[src/rtl/seg7_scan_driver.sv]
// Two-digit multiplexed common-anode 7-segment driver fed by a BCD counter.
// Inputs are synchronised and glitch-filtered, snapshotted once per frame, and scanned with dead-time.
module seg7_scan_driver #(
  parameter int SCAN_DIV  = 50000,
  parameter int BLANK_CYC = 16,
  parameter bit LZ_BLANK  = 1'b1
) (
  input  logic       clk,
  input  logic       rst,
  input  logic       en,
  input  logic [3:0] bcd_lo,
  input  logic [3:0] bcd_hi,
  output logic [6:0] seg,
  output logic [1:0] an,
  output logic       frame_tick,
  output logic       err
);

  localparam int DW = $clog2(SCAN_DIV);

  typedef enum logic [1:0] {IDLE, BLANK, SHOW} state_t;

  state_t        state_q, state_d;
  logic [7:0]    s1_q, s2_q, filt_q, disp_q, disp_d;
  logic [DW-1:0] div_cnt_q, div_cnt_d;
  logic          slot_q, slot_d;
  logic [6:0]    seg_q, seg_d;
  logic [1:0]    an_q, an_d;
  logic          frame_tick_q, err_q, err_d;
  logic          div_wrap, frame_start, lz_hide;
  logic [3:0]    cur_digit;
  logic [6:0]    cur_pat;

  always_comb begin
    div_wrap    = (div_cnt_q == DW'(SCAN_DIV - 1));
    frame_start = en && (div_cnt_q == '0) && !slot_q;

    div_cnt_d = '0;
    slot_d    = 1'b0;
    if (en) begin
      div_cnt_d = div_wrap ? '0 : div_cnt_q + 1'b1;
      slot_d    = slot_q ^ div_wrap;
    end

    disp_d = frame_start ? filt_q : disp_q;
    err_d  = err_q | (frame_start && ((filt_q[7:4] > 4'd9) || (filt_q[3:0] > 4'd9)));

    // Dropping en overrides every other transition, including a coincident wrap.
    state_d = state_q;
    if (!en) begin
      state_d = IDLE;
    end else begin
      case (state_q)
        IDLE:    state_d = BLANK;
        BLANK:   if (div_cnt_d >= DW'(BLANK_CYC)) state_d = SHOW;
        SHOW:    if (div_wrap) state_d = BLANK;
        default: state_d = IDLE;
      endcase
    end

    // Decode from disp_d so the first cycle of a new frame already carries the new snapshot.
    cur_digit = slot_q ? disp_d[7:4] : disp_d[3:0];
    case (cur_digit)
      4'd0:    cur_pat = 7'h40;
      4'd1:    cur_pat = 7'h79;
      4'd2:    cur_pat = 7'h24;
      4'd3:    cur_pat = 7'h30;
      4'd4:    cur_pat = 7'h19;
      4'd5:    cur_pat = 7'h12;
      4'd6:    cur_pat = 7'h02;
      4'd7:    cur_pat = 7'h78;
      4'd8:    cur_pat = 7'h00;
      4'd9:    cur_pat = 7'h10;
      default: cur_pat = 7'h3F;
    endcase

    lz_hide = LZ_BLANK && slot_q && (cur_digit == 4'd0);
    seg_d   = 7'h7F;
    an_d    = 2'b11;
    if ((state_q != IDLE) && !lz_hide) begin
      seg_d = cur_pat;
      if (state_q == SHOW) an_d = slot_q ? 2'b01 : 2'b10;
    end
  end

  always_ff @(posedge clk or posedge rst) begin
    if (rst) begin
      s1_q         <= '0;
      s2_q         <= '0;
      filt_q       <= '0;
      disp_q       <= '0;
      div_cnt_q    <= '0;
      slot_q       <= 1'b0;
      state_q      <= IDLE;
      seg_q        <= 7'h7F;
      an_q         <= 2'b11;
      frame_tick_q <= 1'b0;
      err_q        <= 1'b0;
    end else begin
      s1_q <= {bcd_hi, bcd_lo};
      s2_q <= s1_q;
      // Accept a value only after it has been seen on two consecutive samples.
      if (s1_q == s2_q) filt_q <= s2_q;
      disp_q       <= disp_d;
      div_cnt_q    <= div_cnt_d;
      slot_q       <= slot_d;
      state_q      <= state_d;
      seg_q        <= seg_d;
      an_q         <= an_d;
      frame_tick_q <= frame_start;
      err_q        <= err_d;
    end
  end

  assign seg        = seg_q;
  assign an         = an_q;
  assign frame_tick = frame_tick_q;
  assign err        = err_q;

endmodule

[config.mk]
export PLATFORM = sky130hd
export DESIGN_NAME = seg7_scan_driver
export DESIGN_NICKNAME = d
export VERILOG_FILES = /design/src/rtl/seg7_scan_driver.sv
export SDC_FILE = /design/constraint.sdc
export NUM_CORES = 1
export LEC_CHECK = 0
export BUFFER_PORTS_ARGS = -buffer_cell sky130_fd_sc_hd__clkbuf_2
export CELL_PAD_IN_SITES_DETAIL_PLACEMENT = 0
export CELL_PAD_IN_SITES_GLOBAL_PLACEMENT = 1
export CORE_UTILIZATION = 48
export CTS_CLUSTER_SIZE = 30
export DETAILED_ROUTE_END_ITERATION = 6
export PLACE_DENSITY_LB_ADDON = 0.1
export SETUP_SLACK_MARGIN = 0.2
export SLEW_MARGIN = 25
export SYNTH_ARGS = -nofsm -noshare
export SYNTH_HDL_FRONTEND = slang
export SYNTH_SLANG_ARGS = --single-unit
[constraint.sdc]
create_clock -name clk -period 3.3 [get_ports clk]
set_input_delay 0.495 -clock clk [delete_from_list [all_inputs] [get_ports clk]]
set_output_delay 0.495 -clock clk [all_outputs]
set_load 0.005 [all_outputs]
Yosys cells after proc, flatten, opt, wreduce, memory -nomap -nowiden
Memories as Yosys holds them, arrays and structs flattened. Cells that the tools add are included.

Output and inout bits: 11. Logic and storage cells: 50. Register bits after elaboration: 62. Memory bits (read-only): 112. Input bits: 11. Memories kept: 1.

Memory list: (no name shown) (words 16, bits a word 7, rd ports 1, clocked after memory_dff 0, wr ports 0, line 63) `case (cur_digit)`.

Reduce and logical (&&, ||, !) cells: 13. $add $sub $neg: 1. Muxes and demuxes: 13. Equal/unequal tests: 6. Magnitude comparators: 3. Bitwise gates (word level): 2.

Operator list (count): $mux W16 (2); $add A16 B1 Y16 const B (1); $eq A16 B16 Y1 const B (1); $ge A16 B5 Y1 const B (1); $logic_not A16 Y1 (1); $mux W2 (6); $eq A8 B8 Y1 (1); $gt A4 B4 Y1 const B (2); $mux W8 (1); $mux W7 (1); $ne A3 B3 Y1 const B (2); $pmux W2 S3 (1); $logic_and A1 B1 Y1 (5); $logic_not A4 Y1 (1); $mux W4 (1); $eq A2 B1 Y1 const B (1); $eq A2 B2 Y1 const B (1); $logic_not A1 Y1 (2); $logic_not A2 Y1 (1); $reduce_and A2 Y1 (1); $reduce_bool A2 Y1 (1); $logic_or A1 B1 Y1 (1); $mux W1 (1); $or A1 B1 Y1 (1); $xor A1 B1 Y1 (1).

Longest topological paths before layout
Depth in word-level cells: 10. Mapped depth: 12. Mapped depth without buffers: 12.

Worst setup path after synthesis
No wires, ideal clock.

Path kind: register to register. From: register div_cnt_q[0]. To: register seg_q[0], in the netlist seg[0]. Period minus slack after synthesis: 2689 ps. Data arrival time: 2614 ps. Required time: 3225 ps. Setup slack: 611 ps. Stages on the path, launching flop included: 13. Library setup time: 75 ps. Path buffers: 0. Cells stage by stage: dfrtp_1 inv_1 ha_1 nor4b_2 nand3_1 o21ai_0 o21ai_0 inv_1 ha_1 nand2_1 o32ai_1 nor2_1 a2bb2oi_1.

Word-level cells in the longest chain between the ends: 10. Elaborated cells between the ends (all ways): 11. Those cells by class: mux (3); reduce/logical (7); memory (1).

Ends and longest elaborated chain: start, declared (line 25) `logic [DW-1:0] div_cnt_q, div_cnt_d;`; start signal, assigned (line 105) `div_cnt_q <= div_cnt_d;`; $logic_not A16 Y1 (*) (line 36) `frame_start = en && (div_cnt_q == '0) && !slot_q;`; $logic_and A1 B1 Y1 (*) (2 in a row) (line 36); $mux W8 (*) (line 45) `disp_d = frame_start ? filt_q : disp_q;`; $mux W4 (*) (line 62) `cur_digit = slot_q ? disp_d[7:4] : disp_d[3:0];`; branches (longest 4 deep; another with $mem_v2 Z16 W7); $mux W7 (*) (line 80) `if ((state_q != IDLE) && !lz_hide) begin`; named net seg_d[0] (line 27) `logic [6:0] seg_q, seg_d;`; end signal, assigned (line 108) `seg_q <= seg_d;`; end, declared (line 27).

Mark *: on every way through the listed nets, which the timed path passes. A chain may end at the register's enable or synchronous reset.

Worst setup path after layout
From: register div_cnt_q[0]. To: register seg_q[3], in the netlist seg[3].

Same word-level chain as after synthesis.

==> run summary <==
======================================================================================
Total Die Area ..........................................................     6380 µm²
Clock tree from TritonCTS ...............................................        built
Post-synthesis instance total ...........................................          260
Final layout net count ..................................................          305
Number of placement rows ................................................           28
Via total after detailed routing ........................................         1986
Leading cell type by number of instances after synthesis ................      dfrtp_1
Post-CTS sizing .........................................................            0
Synthesized netlist net count ...........................................          278
Leakage .................................................................      1.54 nW
Routability cong. .......................................................        0.858
Worst setup path category ...............................................      reg2reg
Clock slew at the register clock pins of the worst setup and hold paths .      0.08 ns
Via density .............................................................         5.41
Antenna violations before repair ........................................            0
Max Fanout on Critical Path .............................................            8
Average wire per cell in the routed design ..............................      15.1 µm
Clock Latency Late Sink .................................................      0.34 ns
Overall routing resource usage ..........................................        0.198
Area share of the largest cell type after synthesis .....................        0.455
Post-synthesis sequential area ratio ....................................        0.537
Unrepaired setup endpoints after global routing .........................           no
Clock sink total ........................................................           62
Sequential cell area ....................................................     1560 µm²
WL final ................................................................      5530 µm
Maximum vdd drop ........................................................       362 µV
DP Wirelength ...........................................................      3920 µm
Top-level port count ....................................................           22
Leading post-synthesis cells by cell area ............................... dfrtp_1 (46%), dfstp_2 (8.1%), xnor2_1 (6.0%)
Run status .............................................................. finished clean
F_max ...................................................................      356 MHz
Proportion of layout cells with a drive suffix above 1 ..................        0.260
Area leader, netlist ....................................................      dfrtp_1
Drt first-iter violations ...............................................           99
Starting density of the core ............................................        0.495
Buffers inserted by post-CTS timing repair ..............................            0
Via count of the first global-routing pass ..............................         1885
Total of flip-flops plus latches after synthesis ........................           62
Most frequent cells after synthesis ..................................... dfrtp_1 (53), nor2_1 (25), nand2_1 (21)
Detailed-router iteration count before antenna repair ...................            4
Minimum setup slack in the final design .................................     0.490 ns
Area of the core ........................................................     5890 µm²
Wire length of the first global-routing pass ............................      9310 µm
TritonCTS buffer count ..................................................            9
Pin count of the biggest net entering global routing ....................           26
Layout filler cell count ................................................          532
Final setup TNS .........................................................         0 ns
Number of maximum-capacitance constraint violations .....................            0
Total power per unit cell area ..........................................   527 nW/µm²
Max-Slew Margin vs Limit ................................................        0.598
Post-synthesis cell area ................................................     2910 µm²
Combined area of the multi-input logic cells ............................     1260 µm²
Crit path launch type ...................................................         flop
Post-synth EDFFs ........................................................            0
Post-placement setup slack ..............................................     0.426 ns
Clock root buffer .......................................................     clkbuf_8
Overflow left after global routing ......................................            0
Number of hold violations in the final report ...........................            0
Post-route clock skew ...................................................   0.00940 ns
Share of the cycle needed by the critical path after routing ............        0.852
Diodes inserted .........................................................            0
Final setup viols .......................................................            0
Hold Slack ..............................................................     0.146 ns
Path depth of the worst reg2reg path ....................................           12
Area delta synth->final .................................................        12.6%
Total DRC errors in the routed layout ...................................            0
Kind of capture point of the worst setup path ...........................         flop
Die Ht ..................................................................      79.9 µm
Total number of yosys warnings ..........................................            0
Avg Synthesized Cell Area ...............................................     11.2 µm²
Count of different cell masters after synthesis .........................           46
Arrival time of data at the critical path endpoint ......................      3.08 ns
Detail Route Antenna Nets ...............................................            0
Post-route minimum period ...............................................      2.81 ns
Path class of the lowest-slack min-delay path ...........................     in2async
Pwr Total ...............................................................      1.73 mW
Main flop type after synthesis ..........................................      dfrtp_1
Worst Tran Pin Value ....................................................     0.601 ns
Final-report max-slew violation count ...................................            0
Post-synth ARST share ...................................................         1.00
Worst endpoint required time ............................................      3.57 ns
Hold buffer count at CTS ................................................            0
Count of buffers from port buffering ....................................           21
Die Wd ..................................................................      79.9 µm
Deepest level of the CTS H-tree .........................................            3
Number of buffers between clock root and the deepest sink ...............            2
======================================================================================
worst max-delay path, stage by stage (launching register included):
cell and delay (ns):
dfrtp_1 0.45, inv_1 0.08, ha_1 0.13, nor4b_2 0.31
nand3_1 0.25, o21ai_1 0.22, a22o_1 0.27, ha_1 0.22
nand2_1 0.06, o32ai_1 0.25, buf_4 0.21, nor2_1 0.07
a2bb2oi_1 0.21
routing by layer:
layer,vias up,GRT usage,share of wire
met3,8,0.0549,0.046
met2,56,0.275,0.44
met4,0,0.0911,0.015
li1,956,-,-
met5,-,0,0
met1,966,0.284,0.49
report_power, final:
part / leakage (nW) / internal [mW] / total (mW) / switching (mW)
Combinational: 0.664 / 0.113 / 0.235 / 0.123
Sequential: 0.787 / 0.848 / 0.890 / 0.0417
Clock: 0.0866 / 0.279 / 0.602 / 0.323
cell families after synthesis:
| family | Yosys count | share of synthesized area |
|---|---|---|
| simple gates | 87 | 0.167 |
| flops | 62 | 0.537 |
| compound gates | 40 | 0.0945 |
| xor+xnor | 25 | 0.0752 |
| buf+inv | 22 | 0.0322 |
| mux | 17 | 0.0649 |
| fa+ha+maj | 7 | 0.0301 |
metrics by stage:
step / area, µm² / utilization / std cells
3_3_place_gp: 3100 / 0.527 / 351
3_5_place_dp: 3100 / 0.527 / 351
4_1_cts: 3280 / 0.557 / 367
2_1_floorplan: 2910 / - / 260
6_report: 3280 / 0.557 / 367
5_1_grt: 3280 / 0.557 / 367
worst paths after layout:
kind | from | endpoint | slack [ns]
min in group clk | bcd_hi[1] | s1_q[5] | 0.25
hold reg to reg | s1_q[6] | s2_q[6] | 0.40
max in group asynchronous | rst | seg[5] | 2.40
setup reg to reg | div_cnt_q[0] | seg[3] | 0.49
setup / recovery | div_cnt_q[0] | seg[3] | 0.49
hold / removal | rst | filt_q[2] | 0.15
sequential cells by signal (all words and copies together), names as in the netlist:
signal and flops:
div_cnt_q 16, disp_q 8, filt_q 8, s1_q 8, s2_q 8, seg 7, an 2, state_q 2
err 1, frame_tick 1, slot_q 1
layout make-up:
cell class                      instances  area share
Inverter                               12      0.0137
Tap cell                               75      0.0286
Clock buffer                            9      0.0378
Sequential cell                        62       0.477
Clock inverter                          7      0.0168
Timing Repair Buffer                   26      0.0435
Multi-Input combinational cell        176       0.383
layout by cell type (no fill, tap or decap), drive strengths merged, types with 5 or more instances in the layout:
cell type  count
xnor2         20
buf            5
xor2           5
mux2          12
clkbuf        30
mux2i          5
a21o           6
nand2         22
nor2          25
nor3           5
nand4          8
ha             7
dfrtp         53
dfstp          9
inv           15
o21ai         13
nand3          9
(Power assumes the default switching activity.)
